--- config.mk ---
export PLATFORM = sky130hd
export DESIGN_NAME = ms_span_addr10
export DESIGN_NICKNAME = d
export VERILOG_FILES = /design/src/rtl/ms_span_addr10.sv
export SDC_FILE = /design/constraint.sdc
export NUM_CORES = 1
export LEC_CHECK = 0
export BUFFER_PORTS_ARGS = -buffer_cell sky130_fd_sc_hd__buf_2
export CAP_MARGIN = 20
export CORE_ASPECT_RATIO = 1.4
export CORE_MARGIN = 2
export CORE_UTILIZATION = 48
export DETAILED_ROUTE_END_ITERATION = 6
export PLACE_DENSITY = 0.82
export SLEW_MARGIN = 20
export SYNTH_ARGS = -nofsm -noshare
export SYNTH_HDL_FRONTEND = slang
export SYNTH_SLANG_ARGS = --single-unit
--- constraint.sdc ---
create_clock -name clk -period 1.6 [get_ports clk]
set_input_delay 0.08 -clock clk [delete_from_list [all_inputs] [get_ports clk]]
set_output_delay 0.08 -clock clk [all_outputs]
set_load 0.005 [all_outputs]
--- src/rtl/ms_span_addr10.sv ---
// Span address sequencer: accepts a start address and word count, then issues one
// address per non-stalled cycle to the downstream transparent address latch.
module ms_span_addr10 #(
    parameter int AW   = 10,
    parameter int STEP = 1      // legal values: 1, 2, 4
) (
    input  logic          clk,
    input  logic          reset_l,
    input  logic          start,
    input  logic [AW-1:0] start_addr,
    input  logic [AW-1:0] length,
    input  logic          stall,
    output logic          busy,
    output logic [AW-1:0] addr,
    output logic          addr_g,
    output logic          done
);

    localparam logic [1:0] S_IDLE = 2'd0;
    localparam logic [1:0] S_RUN  = 2'd1;
    localparam logic [1:0] S_DONE = 2'd2;

    localparam logic [AW-1:0] STEP_W = AW'(STEP);
    localparam logic [AW-1:0] ONE_W  = AW'(1);

    logic [1:0]    state_q, state_d;
    logic [AW-1:0] addr_q,  addr_d;
    logic [AW-1:0] rem_q,   rem_d;

    always_comb begin
        // NOTE: every next-state signal defaults to its held value first, so no path
        // through the case can leave one unassigned and infer a latch.
        state_d = state_q;
        addr_d  = addr_q;
        rem_d   = rem_q;
        case (state_q)
            S_IDLE: begin
                if (start) begin
                    addr_d  = start_addr;
                    rem_d   = length;
                    state_d = S_RUN;
                end
            end
            S_RUN: begin
                // An unknown stall fails this test and falls through to "hold".
                if (stall == 1'b0) begin
                    if (rem_q == '0) begin
                        state_d = S_DONE;
                    end else begin
                        addr_d = addr_q + STEP_W;   // carry-out dropped: wraps mod 2^AW
                        rem_d  = rem_q - ONE_W;
                    end
                end
            end
            S_DONE:  state_d = S_IDLE;
            default: state_d = S_IDLE;
        endcase
    end

    always_ff @(posedge clk) begin
        // NOTE: reset is synchronous and abandons any span without a done pulse;
        // all three registers are cleared so the latch sees address 0 afterwards.
        if (!reset_l) begin
            state_q <= S_IDLE;
            addr_q  <= '0;
            rem_q   <= '0;
        end else begin
            state_q <= state_d;
            addr_q  <= addr_d;
            rem_q   <= rem_d;
        end
    end

    assign busy   = (state_q != S_IDLE);
    assign addr   = addr_q;
    assign addr_g = (state_q == S_RUN) & ~stall;
    assign done   = (state_q == S_DONE);

endmodule

==> results.json, run 1 <==
{
  "setup_viol_count_final": 9,
  "r2r_cells": 7,
  "hold_viol": 0,
  "synth_fa_ha_area_share_pct": 1.678,
  "totalWireLength_um": 5218,
  "netlist_instances": 172,
  "synth_edf_count": 0,
  "synth_mux_area_share_pct": 0.6711,
  "drtPass1Iterations": 5,
  "mostFrequentLayoutCells": "buf_2, buf_4, dfxtp_1, nor2_1",
  "yosysWarnings": 0,
  "syn2layout_area_growth_pct": 45.05,
  "antenna_found_initial": 0,
  "slew_headroom_pct": 58.98,
  "ys.flop_type": "dfxtp_1",
  "cts.sink_count": 22,
  "path_cells": "inv_2 -> ha_4 -> nor4b_4 -> and4_4 -> buf_12 -> nor2_4 -> a311oi_2",
  "routabilityCongestion": 0.9228,
  "power.leakage_nw": 0.8812,
  "fin_crit_sh_pct": 102.7,
  "yosys.area_share.xor_xnor_pct": 0,
  "synth.ff_latch_count": 22,
  "hold_ws_ns": 0.1042,
  "r2r_end": "addr[0]",
  "synth_compound_area_share_pct": 36.41,
  "grt_usage_pct": 31.69,
  "worstMarginPinSlew_ns": 0.6115,
  "clk_pin_slew_ns": 0.09,
  "overflow": 0,
  "fp.dieW_um": 51.11,
  "cts_tree": "yes",
  "grt_util_met3_pct": 4.060,
  "vias": 1755,
  "cp_max_fo": 8,
  "drt-wirelength-per-cell_um": 19.62,
  "finalCriticalPeriod_ns": 1.644,
  "cp-start-kind": "flop",
  "grt_max_degree": 45,
  "initial_core_util_pct": 51.31,
  "end_kind": "flop",
  "row_count": 23,
  "syn_avg_cell_area_sq_um": 8.671,
  "final_common_cell": "buf_2",
  "path_depth": 7,
  "critPathKind": "flop to flop",
  "fin_skew_ns": 0.005368,
  "outcome": "finished, violations left",
  "yosysSeqAreaShare_pct": 29.53,
  "timing.hold.worst_endpoint": "addr[1]",
  "postRouteAntennaNets": 0,
  "arrival_ns": 1.82,
  "drc": 0,
  "nets": 256,
  "ys_async_sr_fraction_pct": 0,
  "grt.met2_usage_pct": 55.70,
  "worstPathRequired_ns": 1.77,
  "violations": "setup timing",
  "met1_usage_pct": 33.73,
  "core_sq_um": 2907,
  "reg2reg_slack_ns": -0.04,
  "numCtsBuffers": 3,
  "synth_top_family_by_area": "compound AO/OA/AOI/OAI gates",
  "htree_levels": 1,
  "drt_iter0_markers": 111,
  "grt_pass1_vias": 1886,
  "fmax_ghz": 0.6083,
  "vias_per_cell": 6.598,
  "setup_slack_ns": -0.04392,
  "worstHoldStart": "start_addr[1]",
  "r2r-start": "rem_q[0]",
  "syn_nets": 198,
  "n_antenna_cell": 0,
  "cts-root-buf": "clkbuf_8",
  "syn_area_sq_um": 1491,
  "min_path_cells": 3,
  "dieArea_sq_um": 3575,
  "peakVddDrop_uv": 689.9,
  "synth_cell_type_count": 57,
  "drv_slew": 0,
  "busiest_layer": "met2",
  "dp_hpwl_um": 3346,
  "ios": 37,
  "clkLatencyLatePin_ns": 0.27,
  "synth_simple_gate_area_share_pct": 24.08,
  "critPathBufInv": 2,
  "grt_pass1_wl_um": 8659,
  "slowest_stage": "dfxtp_2",
  "port_buffers": 36,
  "drive_gt1_share_pct": 49.34,
  "final_util_pct": 74.43,
  "cpPeakStageDelay_ns": 0.33,
  "grt_setup_unrepaired": "true",
  "crit_family": "simple AND/OR/NAND/NOR gates",
  "chipHeight_um": 69.96,
  "setup_tns_ns": -0.2166,
  "drv_cap": 0,
  "cts_buffer_depth": 2,
  "hold_path_class": "primary input to flop",
  "p_per_area_nw_per_um2": 1006
}
cells in the mapped netlist, types with 2 or more instances:
library cell,number,area (sq um)
a211oi_1,2,15.01
a21oi_1,13,65.06
a22oi_1,2,15.01
a311oi_2,2,30.03
a31o_2,2,17.52
a31oi_1,4,25.02
a32oi_1,4,35.03
and2_1,3,18.77
and3_1,3,18.77
and4_1,2,17.52
buf_2,6,30.03
buf_4,3,22.52
clkbuf_1,2,7.510
dfxtp_1,22,440.4
ha_1,2,25.02
inv_1,4,15.01
nand2_1,8,30.03
nand2b_1,2,12.51
nand3_1,2,10.01
nand4_1,3,18.77
nor2_1,15,56.30
nor2b_1,3,18.77
nor3_1,5,25.02
o21ai_0,3,15.01
o311ai_0,3,26.28
o311ai_1,9,78.83
o31ai_1,13,97.59
metal layers:
| metal | part of all wire (%) | routed length, um |
|---|---|---|
| met1 | 36 | 1872 |
| met5 | 0 | 0 |
| met3 | 5.3 | 276 |
| met2 | 54 | 2832 |
| met4 | 4.5 | 236 |
report_power, final:
| group | internal [mW] | switching, mW | leakage [nW] | total, mW |
|---|---|---|---|---|
| sequential | 0.624 | 0.103 | 0.182 | 0.726 |
| combinational | 0.501 | 0.526 | 0.670 | 1.03 |
| clock | 0.220 | 0.202 | 0.0288 | 0.422 |
state kept, by name (all words and copies together) (netlist names):
signal   count
state_q      2
addr        10
rem_q       10
how the worst max path moves through the flow:
stage	startpoint	endpoint	slack, ns
after floorplan	rem_q[1]	addr[2]	0.002
after global placement	rem_q[0]	rem_q[6]	-0.06
after detailed placement	rem_q[1]	rem_q[5]	-0.17
after CTS	rem_q[0]	rem_q[8]	-0.03
after global routing	rem_q[0]	addr[8]	-0.13
final	rem_q[0]	addr[0]	-0.04
cell families after synthesis:
group	after synthesis
mux	1
simple gates	59
flops	22
buf+inv	19
compound gates	69
fa+ha+maj	2
stage by stage:
step                area [sq um]  total power, mW  setup WS (ns)  std cells
detailed placement          1919            1.547        -0.1734        256
finish                      2163            2.175       -0.04392        266
global placement            1919            1.507       -0.05519        256
CTS                         2122            2.109       -0.02998        265
floorplan                   1563            1.220       0.002178        172
global route                2163            2.267        -0.1265        266
cell type report:
type / instances / area (sq um)
Sequential cell: 22 / 445.4
Tap cell: 37 / 46.29
Inverter: 5 / 18.77
Timing Repair Buffer: 67 / 481.7
Multi-Input combinational cell: 131 / 1116
Clock buffer: 4 / 55.05
Fill cell: 196 / 743.2
worst reg2reg max path, delay by kind of cell (launching register included):
kind,cells,cell delay (ns)
AOI/OAI and AO/OA,1,0.24
adders and majority gates,1,0.13
buffers and inverters,2,0.22
DFF,1,0.33
and+or+nand+nor,3,0.62
timing repair:
| item | CTS | global route |
|---|---|---|
| resized for setup | 21 | 8 |
| setup endpoints to repair | 20 | 22 |
| gates cloned | 1 | 0 |
| pin swaps | 8 | 9 |
| setup buffers | 4 | 1 |
| hold buffers | 0 | 0 |
No activity file was read; power rests on OpenSTA's default activity.
==> inputs of run 2 (changes only) <==
--- a/config.mk
+++ b/config.mk
@@ -12,6 +12,7 @@
 export CORE_UTILIZATION = 48
 export DETAILED_ROUTE_END_ITERATION = 6
 export PLACE_DENSITY = 0.82
+export SKIP_LAST_GASP = 1
 export SLEW_MARGIN = 20
 export SYNTH_ARGS = -nofsm -noshare
 export SYNTH_HDL_FRONTEND = slang
==> run 2 against run 1 <==
The flow still finishes with violations (setup timing); global-route usage grew 0.48 points; clock power is essentially flat; count of clock-buffer cells in the layout is the same; critical path type unchanged; non-clock buffer count grew 2; critical path depth is the same; highest routed layer unchanged; first-iteration DRC count shrank 4.5%.
==> results.json, run 2 (same netlist as run 1, synthesis figures left out) <==
{
  "worstPathRequired_ns": 1.77,
  "slew_headroom_pct": 59.68,
  "cp_max_fo": 5,
  "core_sq_um": 2907,
  "outcome": "finished, violations left",
  "antenna_found_initial": 0,
  "syn2layout_area_growth_pct": 47.15,
  "grt_setup_unrepaired": "true",
  "hold_viol": 0,
  "grt_pass1_wl_um": 8742,
  "multiInputGateArea_sq_um": 1140,
  "dp.cells": 256,
  "worstMarginPinSlew_ns": 0.6012,
  "cpPeakStageDelay_ns": 0.50,
  "row_count": 23,
  "ios": 37,
  "overflow": 0,
  "grt_max_degree": 45,
  "htree_levels": 1,
  "r2r_cells": 7,
  "grt_pass1_vias": 1880,
  "grt_usage_pct": 32.16,
  "path_cells": "inv_2 -> ha_4 -> buf_4 -> or4b_4 -> nor3_2 -> a21oi_1 -> o31ai_1",
  "drc": 0,
  "drt-wirelength-per-cell_um": 20.10,
  "totalWireLength_um": 5388,
  "finalCriticalPeriod_ns": 1.643,
  "dp_hpwl_um": 3346,
  "nets": 258,
  "cts.sink_count": 22,
  "worstHoldStart": "start_addr[1]",
  "drive_gt1_share_pct": 51.08,
  "drt_iter0_markers": 106,
  "critPathKind": "flop to flop",
  "initial_core_util_pct": 51.31,
  "fin_area_sq_um": 2195,
  "fmax_ghz": 0.6087,
  "p_per_area_nw_per_um2": 1014,
  "hold_path_class": "primary input to flop",
  "startpoint": "rem_q[0]",
  "clk_pin_slew_ns": 0.09,
  "r2r-start": "rem_q[0]",
  "min_path_cells": 3,
  "fin_crit_sh_pct": 102.7,
  "drv_slew": 0,
  "power.leakage_nw": 0.8920,
  "port_buffers": 36,
  "final-seq-area_sq_um": 445.4,
  "arrival_ns": 1.82,
  "place_area_sq_um": 1919,
  "routabilityCongestion": 0.9228,
  "numCtsBuffers": 3,
  "dieArea_sq_um": 3575,
  "instances_no_fill": 268,
  "final_common_cell": "buf_2",
  "end_kind": "flop",
  "drv_cap": 0,
  "n_fill_cell": 189,
  "fin_skew_ns": 0.001289,
  "cts_hold_buf": 0,
  "cts-root-buf": "clkbuf_8",
  "fp.dieW_um": 51.11,
  "slowest_stage": "or4b_4",
  "cts_tree": "yes",
  "violations": "setup timing",
  "setup_viol_count_final": 7,
  "mostFrequentLayoutCells": "buf_2, buf_4, dfxtp_1, nor2_1, o31ai_1",
  "setup_slack_ns": -0.04283,
  "chipHeight_um": 69.96,
  "cp-start-kind": "flop",
  "cts_buffer_depth": 2,
  "vias": 1789,
  "n_antenna_cell": 0,
  "clkLatencyLatePin_ns": 0.27,
  "vias_per_cell": 6.675,
  "peakVddDrop_uv": 692.9,
  "postRouteAntennaNets": 0,
  "drtPass1Iterations": 4
}
run 2: cell types whose count changed in the layout (fill, tap and decap cells not counted), sizes merged:
cell | previous run | this run
buf | 67 | 69
run 2: critical path, delay by kind of cell (launching register included):
family,cells,cell delay [ns]
DFF,1,0.33
AOI/OAI and AO/OA,2,0.29
buffers and inverters,2,0.17
and+or+nand+nor,2,0.62
adders and majority gates,1,0.13
run 2: repair_timing:
action	CTS	global route
cloned	1	0
setup buffers	4	4
endpoints found under the setup margin	20	22
gates resized for setup	19	14
pin swaps	7	12
run 2: through the flow:
stage | TNS, ns | total power [mW] | setup WS [ns] | util (%) | hold slack, ns
final | -0.1318 | 2.226 | -0.04283 | 75.51 | 0.1034
after global routing | -1.053 | 2.312 | -0.1183 | 75.51 | 0.1070
after CTS | -0.07016 | 2.100 | -0.02998 | 72.71 | 0.1006
after detailed placement | -1.388 | 1.547 | -0.1734 | 66.04 | 0.3784
after global placement | -0.3303 | 1.507 | -0.05519 | 66.04 | 0.3741
after floorplan | 0 | 1.220 | 0.002178 | - | 0.1985
run 2: area by class of cell:
| type | instances | area share, % |
|---|---|---|
| clock buffers | 4 | 2.509 |
| inverters | 5 | 0.8552 |
| flip-flops and latches | 22 | 20.30 |
| repair buffers | 69 | 22.29 |
| well taps | 37 | 2.109 |
| multi-input cells | 131 | 51.94 |
run 2: worst paths after layout:
check                   to  slack [ns]
hold reg to reg    addr[9]        0.50
hold / removal     addr[1]        0.10
setup / recovery  rem_q[8]       -0.04
setup reg to reg  rem_q[8]       -0.04
run 2: per-layer routing:
layer,GRT usage [%],vias to the layer above,wire (um)
met5,0,-,0
met4,22.22,0,255
li1,-,799,-
met3,4.487,27,369
met2,55.99,113,2874
met1,34.40,850,1888
run 2: where the power goes:
part | internal [mW] | total (mW) | switching, mW
Combinational | 0.520 | 1.08 | 0.555
Clock | 0.220 | 0.424 | 0.204
Sequential | 0.624 | 0.726 | 0.103
Total | 1.36 | 2.23 | 0.861
==> inputs of run 3 (changes only) <==
--- a/config.mk
+++ b/config.mk
@@ -7,11 +7,10 @@
 export LEC_CHECK = 0
 export BUFFER_PORTS_ARGS = -buffer_cell sky130_fd_sc_hd__buf_2
 export CAP_MARGIN = 20
-export CORE_ASPECT_RATIO = 1.4
 export CORE_MARGIN = 2
-export CORE_UTILIZATION = 48
+export CORE_UTILIZATION = 53
 export DETAILED_ROUTE_END_ITERATION = 6
-export PLACE_DENSITY = 0.82
+export PLACE_DENSITY = 0.85
 export SKIP_LAST_GASP = 1
 export SLEW_MARGIN = 20
 export SYNTH_ARGS = -nofsm -noshare
==> constraint.sdc (replaced) <==
create_clock -name clk -period 1.8 [get_ports clk]
set_input_delay 0.09 -clock clk [delete_from_list [all_inputs] [get_ports clk]]
set_output_delay 0.09 -clock clk [all_outputs]
set_load 0.005 [all_outputs]
==> run 3 against run 2 <==
Largest power group unchanged; clock skew is 0.0067 ns higher; first-iteration DRC count down 31%; combinational power shrank 40%; sequential cell count stayed put; non-clock buffer count is 21 lower; cell count down 10%; via count down 12%; count of clock-buffer cells in the layout is 1 lower; setup slack improved by 0.12 ns; utilization shrank 9.9 points; the run now ends clean; sequential power down 11%; die area shrank 9.0%.
==> results.json, run 3 (same netlist as run 1, synthesis figures left out) <==
{
  "initial_core_util_pct": 55.03,
  "arrival_ns": 1.93,
  "fin_area_sq_um": 1778,
  "ios": 37,
  "totalWireLength_um": 3914,
  "cts.sink_count": 22,
  "place_area_sq_um": 1703,
  "fin_crit_sh_pct": 95.87,
  "vias_per_cell": 6.575,
  "p_per_area_nw_per_um2": 860.8,
  "grt_usage_pct": 24.79,
  "drive_gt1_share_pct": 33.49,
  "overflow": 0,
  "setup_viol_count_final": 0,
  "routabilityCongestion": 0.8538,
  "drt-wirelength-per-cell_um": 16.31,
  "antenna_found_initial": 0,
  "hold_path_class": "primary input to flop",
  "peakVddDrop_uv": 581.8,
  "critPathKind": "flop to flop",
  "cts-root-buf": "clkbuf_4",
  "grt_max_degree": 29,
  "nets": 237,
  "clkLatencyLatePin_ns": 0.33,
  "r2r-start": "rem_q[1]",
  "cts_hold_buf": 0,
  "fmax_ghz": 0.5795,
  "cp_max_fo": 10,
  "drtPass1Iterations": 4,
  "cts_buffer_depth": 2,
  "drt_iter0_markers": 73,
  "chipHeight_um": 57.05,
  "outcome": "complete, no violations",
  "port_buffers": 36,
  "end_kind": "flop",
  "dp_hpwl_um": 2717,
  "r2r_cells": 7,
  "timing.hold.worst_endpoint": "addr[1]",
  "fin_skew_ns": 0.008001,
  "postRouteAntennaNets": 0,
  "hold_viol": 0,
  "grt_pass1_vias": 1463,
  "htree_levels": 1,
  "slew_headroom_pct": 69.92,
  "cts_tree": "yes",
  "power.leakage_nw": 0.7379,
  "finalCriticalPeriod_ns": 1.726,
  "n_antenna_cell": 0,
  "r2r_end": "rem_q[5]",
  "fp.dieW_um": 57.05,
  "worstMarginPinSlew_ns": 0.4495,
  "final_common_cell": "buf_2",
  "vias": 1578,
  "drc": 0,
  "cp-start-kind": "flop",
  "clk_pin_slew_ns": 0.12,
  "syn2layout_area_growth_pct": 19.21,
  "min_path_cells": 3,
  "worstPathRequired_ns": 2.01,
  "drv_cap": 0,
  "drv_slew": 0,
  "mostFrequentLayoutCells": "buf_2, dfxtp_1, nor2_1, a21oi_1, o31ai_1",
  "numCtsBuffers": 3,
  "row_count": 19,
  "worstHoldStart": "start_addr[1]",
  "core_sq_um": 2710,
  "finalPower_mw": 1.530,
  "reg2reg_slack_ns": 0.07,
  "grt_pass1_wl_um": 6451,
  "dieArea_sq_um": 3254
}
run 3: changes by cell type in the layout (fill, tap and decap cells not counted), moves of 2 or more:
| cell | previous run | this run |
|---|---|---|
| buf_4 | 26 | 11 |
| o311ai_1 | 3 | 10 |
| o311ai_2 | 8 | 1 |
| clkbuf_8 | 4 | 0 |
| dfxtp_1 | 18 | 22 |
| dfxtp_2 | 4 | 0 |
| buf_12 | 4 | 1 |
| buf_6 | 3 | 0 |
| clkbuf_4 | 0 | 3 |
| inv_1 | 2 | 4 |
| inv_2 | 2 | 0 |
| nor3_1 | 3 | 5 |
| nor3_2 | 2 | 0 |
| o21ai_2 | 2 | 0 |
run 3: power by group:
part,internal (mW),switching [mW]
Clock,0.0787,0.156
Combinational,0.305,0.345
Sequential,0.552,0.0945
Total,0.935,0.595
run 3: how the worst max path moves through the flow:
stage | startpoint | to | slack (ns)
after CTS | rem_q[0] | rem_q[4] | 0.003
after global placement | rem_q[0] | addr[8] | 0.10
final | rem_q[1] | rem_q[5] | 0.07
after detailed placement | rem_q[0] | addr[8] | -0.02
after floorplan | rem_q[0] | addr[2] | 0.12
after global routing | rem_q[0] | addr[8] | -0.01
run 3: area by class of cell:
class,count,area (sq um)
Clock buffer,3,22.52
Fill cell,233,932.1
Inverter,5,18.77
Multi-Input combinational cell,131,974.7
Sequential cell,22,440.4
Tap cell,31,38.79
Timing Repair Buffer,48,282.8
run 3: worst max-delay path, cell delays in order (launching register included):
cell and delay (ns):
dfxtp_1 0.37, inv_1 0.08, ha_4 0.17, nor4b_4 0.13
and4_1 0.23, buf_4 0.18, o311ai_0 0.33, o31ai_1 0.12
run 3: routing by layer:
metal / routed length, um / track usage, % / vias to the layer above
li1: - / - / 755
met1: 1671 / 31.07 / 748
met2: 1933 / 42.20 / 68
met3: 263 / 4.082 / 7
met4: 46 / 10.30 / 0
met5: 0 / 0 / -
run 3: stage by stage:
step / TNS (ns) / instances / hold slack, ns / setup slack, ns / utilization (%)
floorplan: 0 / 172 / 0.2185 / 0.1200 / -
global placement: 0 / 235 / 0.3840 / 0.1022 / 62.83
detailed placement: -0.02264 / 235 / 0.4012 / -0.01617 / 62.83
CTS: 0 / 238 / 0.06308 / 0.002831 / 63.99
global route: -0.01305 / 240 / 0.05714 / -0.01305 / 65.60
finish: 0 / 240 / 0.05024 / 0.07441 / 65.60
run 3: repair_timing:
action                                  4_1_cts  5_1_grt
resized for setup                             1        6
cloned                                        0        0
endpoints found under the hold margin         0        0
setup buffers                                 0        2
endpoints found under the setup margin        5       19
pin swaps                                     0        2
